==> config.mk <==
export PLATFORM = sky130hd
export DESIGN_NAME = inv_sbox_iterative
export DESIGN_NICKNAME = d
export VERILOG_FILES = /design/src/rtl/inv_sbox_iterative.sv
export SDC_FILE = /design/constraint.sdc
export NUM_CORES = 1
export LEC_CHECK = 0
export BUFFER_PORTS_ARGS = -buffer_cell sky130_fd_sc_hd__buf_2
export CORE_AREA = 2 2 107 109
export CTS_CLUSTER_DIAMETER = 100
export CTS_CLUSTER_SIZE = 30
export DETAILED_ROUTE_END_ITERATION = 16
export DIE_AREA = 0 0 109 111
export SLEW_MARGIN = 30
export SYNTH_ARGS = -nofsm -noshare
export SYNTH_HDL_FRONTEND = slang
export SYNTH_SLANG_ARGS = --single-unit
==> constraint.sdc <==
create_clock -name clk -period 2.08 [get_ports clk]
set_clock_uncertainty 0.05 [all_clocks]
set_input_delay 0.208 -clock clk [delete_from_list [all_inputs] [get_ports clk]]
set_output_delay 0.208 -clock clk [all_outputs]
set_load 0.03 [all_outputs]
==> src/rtl/inv_sbox_iterative.sv <==
// Sequential AES inverse S-box.
// Applies the inverse affine transform to the input byte, then raises the
// result to the power 254 in GF(2^8) mod 0x11B. A single shared multiplier
// does the work over 13 cycles. Valid/ready handshakes are used on both the
// input side and the output side.
module inv_sbox_iterative (
  input  logic       clk,
  input  logic       rst,
  input  logic       in_valid,
  output logic       in_ready,
  input  logic [7:0] byte_in,
  output logic       out_valid,
  input  logic       out_ready,
  output logic [7:0] byte_out,
  output logic       busy
);

  typedef enum logic [1:0] {
    IDLE    = 2'd0,
    COMPUTE = 2'd1,
    DONE    = 2'd2
  } state_t;

  state_t     state;
  logic [7:0] x;
  logic [7:0] acc;
  logic [3:0] step;
  logic [7:0] mul_b;
  logic [7:0] prod;

  // Inverse affine: y[i] = b[i+2] ^ b[i+5] ^ b[i+7] (indices mod 8), then ^ 0x05
  function automatic logic [7:0] inv_affine(input logic [7:0] b);
    logic [7:0] y;
    y[0] = b[2] ^ b[5] ^ b[7];
    y[1] = b[3] ^ b[6] ^ b[0];
    y[2] = b[4] ^ b[7] ^ b[1];
    y[3] = b[5] ^ b[0] ^ b[2];
    y[4] = b[6] ^ b[1] ^ b[3];
    y[5] = b[7] ^ b[2] ^ b[4];
    y[6] = b[0] ^ b[3] ^ b[5];
    y[7] = b[1] ^ b[4] ^ b[6];
    return y ^ 8'h05;
  endfunction

  // Shift-and-add GF(2^8) multiply, reducing by 0x11B on each shift
  function automatic logic [7:0] gf_mul(input logic [7:0] a, input logic [7:0] b);
    logic [7:0] p;
    logic [7:0] aa;
    logic [7:0] bb;
    p  = '0;
    aa = a;
    bb = b;
    for (int unsigned i = 0; i < 8; i++) begin
      if (bb[0]) p = p ^ aa;
      bb = bb >> 1;
      aa = {aa[6:0], 1'b0} ^ (aa[7] ? 8'h1B : 8'h00);
    end
    return p;
  endfunction

  // Shared multiplier: even steps square acc, odd steps multiply acc by x
  always_comb begin
    mul_b = step[0] ? x : acc;
    prod  = gf_mul(acc, mul_b);
  end

  // Control FSM and datapath registers; reset takes priority over any handshake
  always_ff @(posedge clk) begin
    if (rst) begin
      state <= IDLE;
      x     <= '0;
      acc   <= '0;
      step  <= '0;
    end else begin
      case (state)
        IDLE: begin
          if (in_valid) begin
            x     <= inv_affine(byte_in);
            acc   <= inv_affine(byte_in);
            step  <= '0;
            state <= COMPUTE;
          end
        end
        COMPUTE: begin
          acc  <= prod;
          step <= step + 4'd1;
          if (step == 4'd12) state <= DONE;
        end
        DONE: begin
          if (out_ready) state <= IDLE;
        end
        default: state <= IDLE;
      endcase
    end
  end

  // Outputs are decoded from registered state only; no input reaches them directly
  always_comb begin
    in_ready  = (state == IDLE);
    out_valid = (state == DONE);
    busy      = (state == COMPUTE) || (state == DONE);
    byte_out  = (state == DONE) ? acc : '0;
  end

endmodule

---- Word level (Yosys, flattened, before mapping) ----
Index checks and enable logic that the tools add are counted.
Widths: inputs -> output; s select.
operators by class
  $add $sub $neg .......................... 1
  eq/ne operators ......................... 6
  mux-type cells .......................... 25
  bitwise gates (word level) .............. 31
  reductions and logical operators ........ 6
operators with widths
  cell                 number
  $mux 8               11
  $xor 8x5->8          7
  $xor 8x8->8          7
  $mux 5               7
  $pmux 8 s2           1
  $xor 1x1->1          16
  $pmux 4 s2           1
  $mux 2               3
  $pmux 2 s3           1
  $add 4x1->4 const B  1
  $eq 4x4->1 const B   1
  $mux 4               1
  $ne 2x2->1 const B   2
  $reduce_and 2->1     2
  $reduce_and 3->1     1
  $eq 2x1->1 const B   1
  $eq 2x2->1 const B   1
  $logic_not 2->1      1
  $ne 2x1->1 const B   1
  $not 2->2            1
  $reduce_bool 2->1    1
  $logic_or 1x1->1     1
storage, ports and cells
  flip-flop bits (word level) ............. 22
  input port bits ......................... 12
  output and inout bits ................... 11
  logic and storage cells ................. 73

---- Logic depth before layout (Yosys ltp) ----
  depth in word-level cells ............... 17
  gate-level depth with buffers ........... 12
  gate-level depth less buffers ........... 8

---- Worst setup path before layout ----
No wires, ideal clock.
  path type ............................... register to register
  start point ............................. register state[0]
  end point ............................... register acc[3]
  setup time .............................. 120 ps
  arrival ................................. 1999 ps
  data required time ...................... 1910 ps
  slack ................................... -89 ps
  cell stages (with the launch flop) ...... 9
  buffers on the path ..................... 2
  period minus slack after synthesis ...... 2169 ps
  cells stage by stage .................... dfxtp_1 inv_1 ha_1 clkbuf_1 nand2_1 o21ai_1 clkbuf_1 o21ai_0 o31a_1
between the ends
  word-level cells in the longest chain between the ends .. 3
  elaborated cells between the ends (all ways) .. 6
  classes of those cells .................. eq/ne (2); mux (1); reduce/logical (3)
RTL lines
  what                                                       RTL line  source
  start, declared                                            24        state_t state;
  start signal, assigned                                     70        state <= IDLE;
  start signal, assigned                                     81        state <= COMPUTE;
  start signal, assigned                                     87        if (step == 4'd12) state <= DONE;
  $logic_not 2->1 *                                          -
  net in_ready                                               10        output logic in_ready,
  $ne 2x2->1 (no line) or $reduce_bool 2->1 (tied branches)  -
  $reduce_and 2->1 (no line)                                 -
  end signal, assigned                                       79        acc <= inv_affine(byte_in);
  end signal, assigned                                       85        acc <= prod;
  end, declared                                              26        logic [7:0] acc;
Mark *: on every way through the listed nets, which the timed path passes. The rest lies on a longest branch.
A chain may end at the register's enable or synchronous reset.

---- Final worst setup path ----
  start point ............................. register step[0]
  end point ............................... register acc[1]
between the ends
  word-level cells in the longest chain between the ends .. 17
RTL lines
  what                    RTL line  source
  start, declared         27        logic [3:0] step;
  start signal, assigned  86        step <= step + 4'd1;
  $mux 8 *                63        mul_b = step[0] ? x : acc;
  $mux 8                  54        if (bb[0]) p = p ^ aa;
  $xor 8x8->8             54
  $mux 8                  54
  $xor 8x8->8             54
  $mux 8                  54
  $xor 8x8->8             54
  $mux 8                  54
  $xor 8x8->8             54
  $mux 8                  54
  $xor 8x8->8             54
  $mux 8                  54
  $xor 8x8->8             54
  $mux 8                  54
  $xor 8x8->8             54
  $mux 8 *                54
  $pmux 8 s2 *            75        case (state)
Mark *: on every way between the ends. The rest lies on a longest branch, timed or not.

==> impl_metrics.tcl <==
set metrics [dict create \
    final_common_cell "buf_4" \
    ys_seq_area_share_pct 13.66 \
    antenna_found_initial 0 \
    drt_pass1_iterations 5 \
    cp.arrival_ps 2410 \
    wire_per_inst_um 16.22 \
    ant_nets 0 \
    yosys.area.top_type_share_pct 13.66 \
    hold_class "in -> reg" \
    finalHoldViolations 0 \
    grt_pass1_wl_um 16640 \
    rsz0062_at_grt "yes" \
    start_util_pct 29.11 \
    synth_edf_count 0 \
    grt_max_degree 29 \
    stdcell_count 654 \
    overflow 0 \
    synth.ff_latch_count 22 \
    syn_inst 430 \
    critPathMaxFanout 8 \
    violations "setup timing" \
    route.vias.total 3429 \
    vdd_ir_drop_max_mv 0.7695 \
    area.sequential_um2 450.4 \
    tns_ps -1143 \
    placement.io_buffers 22 \
    ys_types 67 \
    cap_violations 0 \
    wl_um 10610 \
    track_usage_pct 17.61 \
    die_area_um2 12100 \
    fill_cells 1101 \
    clockBufferDepth 2 \
    grt.met3_usage_pct 2.587 \
    detail_route.iter0.violations 241 \
    place_inst 644 \
    post-route-util_pct 39.37 \
    routed_via_density 5.243 \
    finalWorstSetupSlack_ps -241.9 \
    clkLatencyLatePin_ps 260 \
    worstSetupPathType "reg -> reg" \
    die_y_um 111 \
    yosysTopAreaCell "dfxtp_1" \
    die_w_um 109 \
    avgSynthCellArea_um2 7.498 \
    cts-buffers-inserted 3 \
    drc 0 \
    p_per_area_nw_per_um2 1943 \
    syn_area_um2 3224 \
    fin_crit_sh_pct 111.6 \
    critPathCaptureType "flop" \
    syn_nets 447 \
    ys_async_sr_fraction_pct 0 \
    core_area_um2 11080 \
    finalInstanceArea_um2 4360 \
    maxSlewViolCount 0 \
    total_power_mw 8.473 \
    antenna_cells 0 \
    grt_pass1_vias 3250 \
    place_hpwl_um 8148 \
    cts.clk_slew.worst_paths_ps 60 \
    grt-busiest-layer "met2" \
    tightest_slew_ps 600.5 \
    root_buffer "clkbuf_16" \
    timing.fmax_mhz 430.7 \
    cts_sinks 22 \
    setup_viol 8 \
    placed_area_um2 4011 \
    synth_ff_type "dfxtp_1" \
    leakagePower_nw 1.736 \
    grtUsageMet1_pct 25.00 \
    place.gp.congestion 0.9354 \
    synthToLayoutAreaGrowth_pct 35.23 \
    multiInputGateArea_um2 2719 \
    layout-drive-gt1-share_pct 34.83 \
    io_pins 23 \
    cts_tree "built" \
    htreeDepth 1 \
    max_slew_margin_pct 58.93 \
    use_met2_pct 27.16 \
    outcome "complete, but fails checks" \
    min_period_ps 2322 \
    startpoint_type "flop" \
    nNetsFinal 529 \
    rows 39 \
    cp.required_ps 2170 \
    yosysWarnings 0 \
    final_cell_mix "buf_4 (84), nor2_1 (68), xnor2_1 (35)" \
    hold_buffers 0 \
    synth_area_leaders "dfxtp_1 (14%), xnor2_1 (11%), nor2_1 (7.9%), xnor3_1 (7.7%), a21oi_1 (4.2%)" \
]
==> area by class of cell <==
class | count | share of cell area, %
Multi-Input combinational cell | 356 | 62.35
Timing Repair Buffer | 116 | 20.06
Sequential cell | 22 | 10.33
Tap cell | 143 | 4.103
Clock buffer | 4 | 2.037
Inverter | 13 | 1.119
==> path summary, 6_finish.rpt <==
path | start | end | slack [ps] | cells past startpoint
hold reg to reg | step[3] | step[3] | 480 | 2
setup reg to reg | step[0] | acc[1] | -240 | 9
setup / recovery | step[0] | acc[1] | -240 | 9
hold / removal | in_valid | step[2] | 320 | 3
==> layer usage <==
metal | vias up | part of all wire, %
li1 | 1676 | -
met1 | 1614 | 46
met2 | 118 | 45
met3 | 21 | 6.4
met4 | 0 | 2.4
met5 | - | 0
==> critical path, cell delays in order, from the launching register on <==
cell and delay, ps:
dfxtp_4 380, buf_6 150, mux2i_1 120, buf_4 190, nor3_1 340, a2111oi_4 90
or3_4 410, and3_4 210, o21ai_0 140, o311ai_1 110
==> cells in the mapped netlist, drive strengths merged (11+ instances only) <==
cell type   n
a21oi      27
buf        22
clkbuf     17
dfxtp      22
inv        13
mux2i      11
nand2      32
nor2       70
nor3       19
o21ai      20
xnor2      45
xnor3      11
xor2       13
==> where the power goes <==
group	internal (mW)	leakage [nW]	switching [mW]
clock network	0.294	0.0442	0.166
registers	0.563	0.183	0.208
logic	3.65	1.51	3.60
total	4.50	1.74	3.97
==> sequential cells by signal, summed over array words and instances (netlist names) <==
register	count
x	8
step	4
acc	8
state	2
==> cell families after synthesis <==
logic type / after synthesis / share of synthesized area (%)
simple gates: 162 / 23.71
xor+xnor: 69 / 24.72
fa+ha+maj: 5 / 1.940
flops: 22 / 13.66
mux: 18 / 6.325
buf+inv: 52 / 8.226
compound gates: 102 / 21.42
==> timing repair <==
| action | CTS | global route |
|---|---|---|
| buffers inserted | 2 | 4 |
| gates resized for setup | 13 | 39 |
| pin swaps | 5 | 11 |
| endpoints found under the setup margin | 8 | 8 |
==> through the flow <==
stage	setup slack (ps)	hold WS, ps
6_report	-241.9	322.6
5_1_grt	-317.4	347.5
4_1_cts	-180.8	309.6
3_5_place_dp	-248.1	467.6
3_3_place_gp	-269.7	457.0
2_1_floorplan	-19.11	306.5
Power figures use the tool's default switching activity.
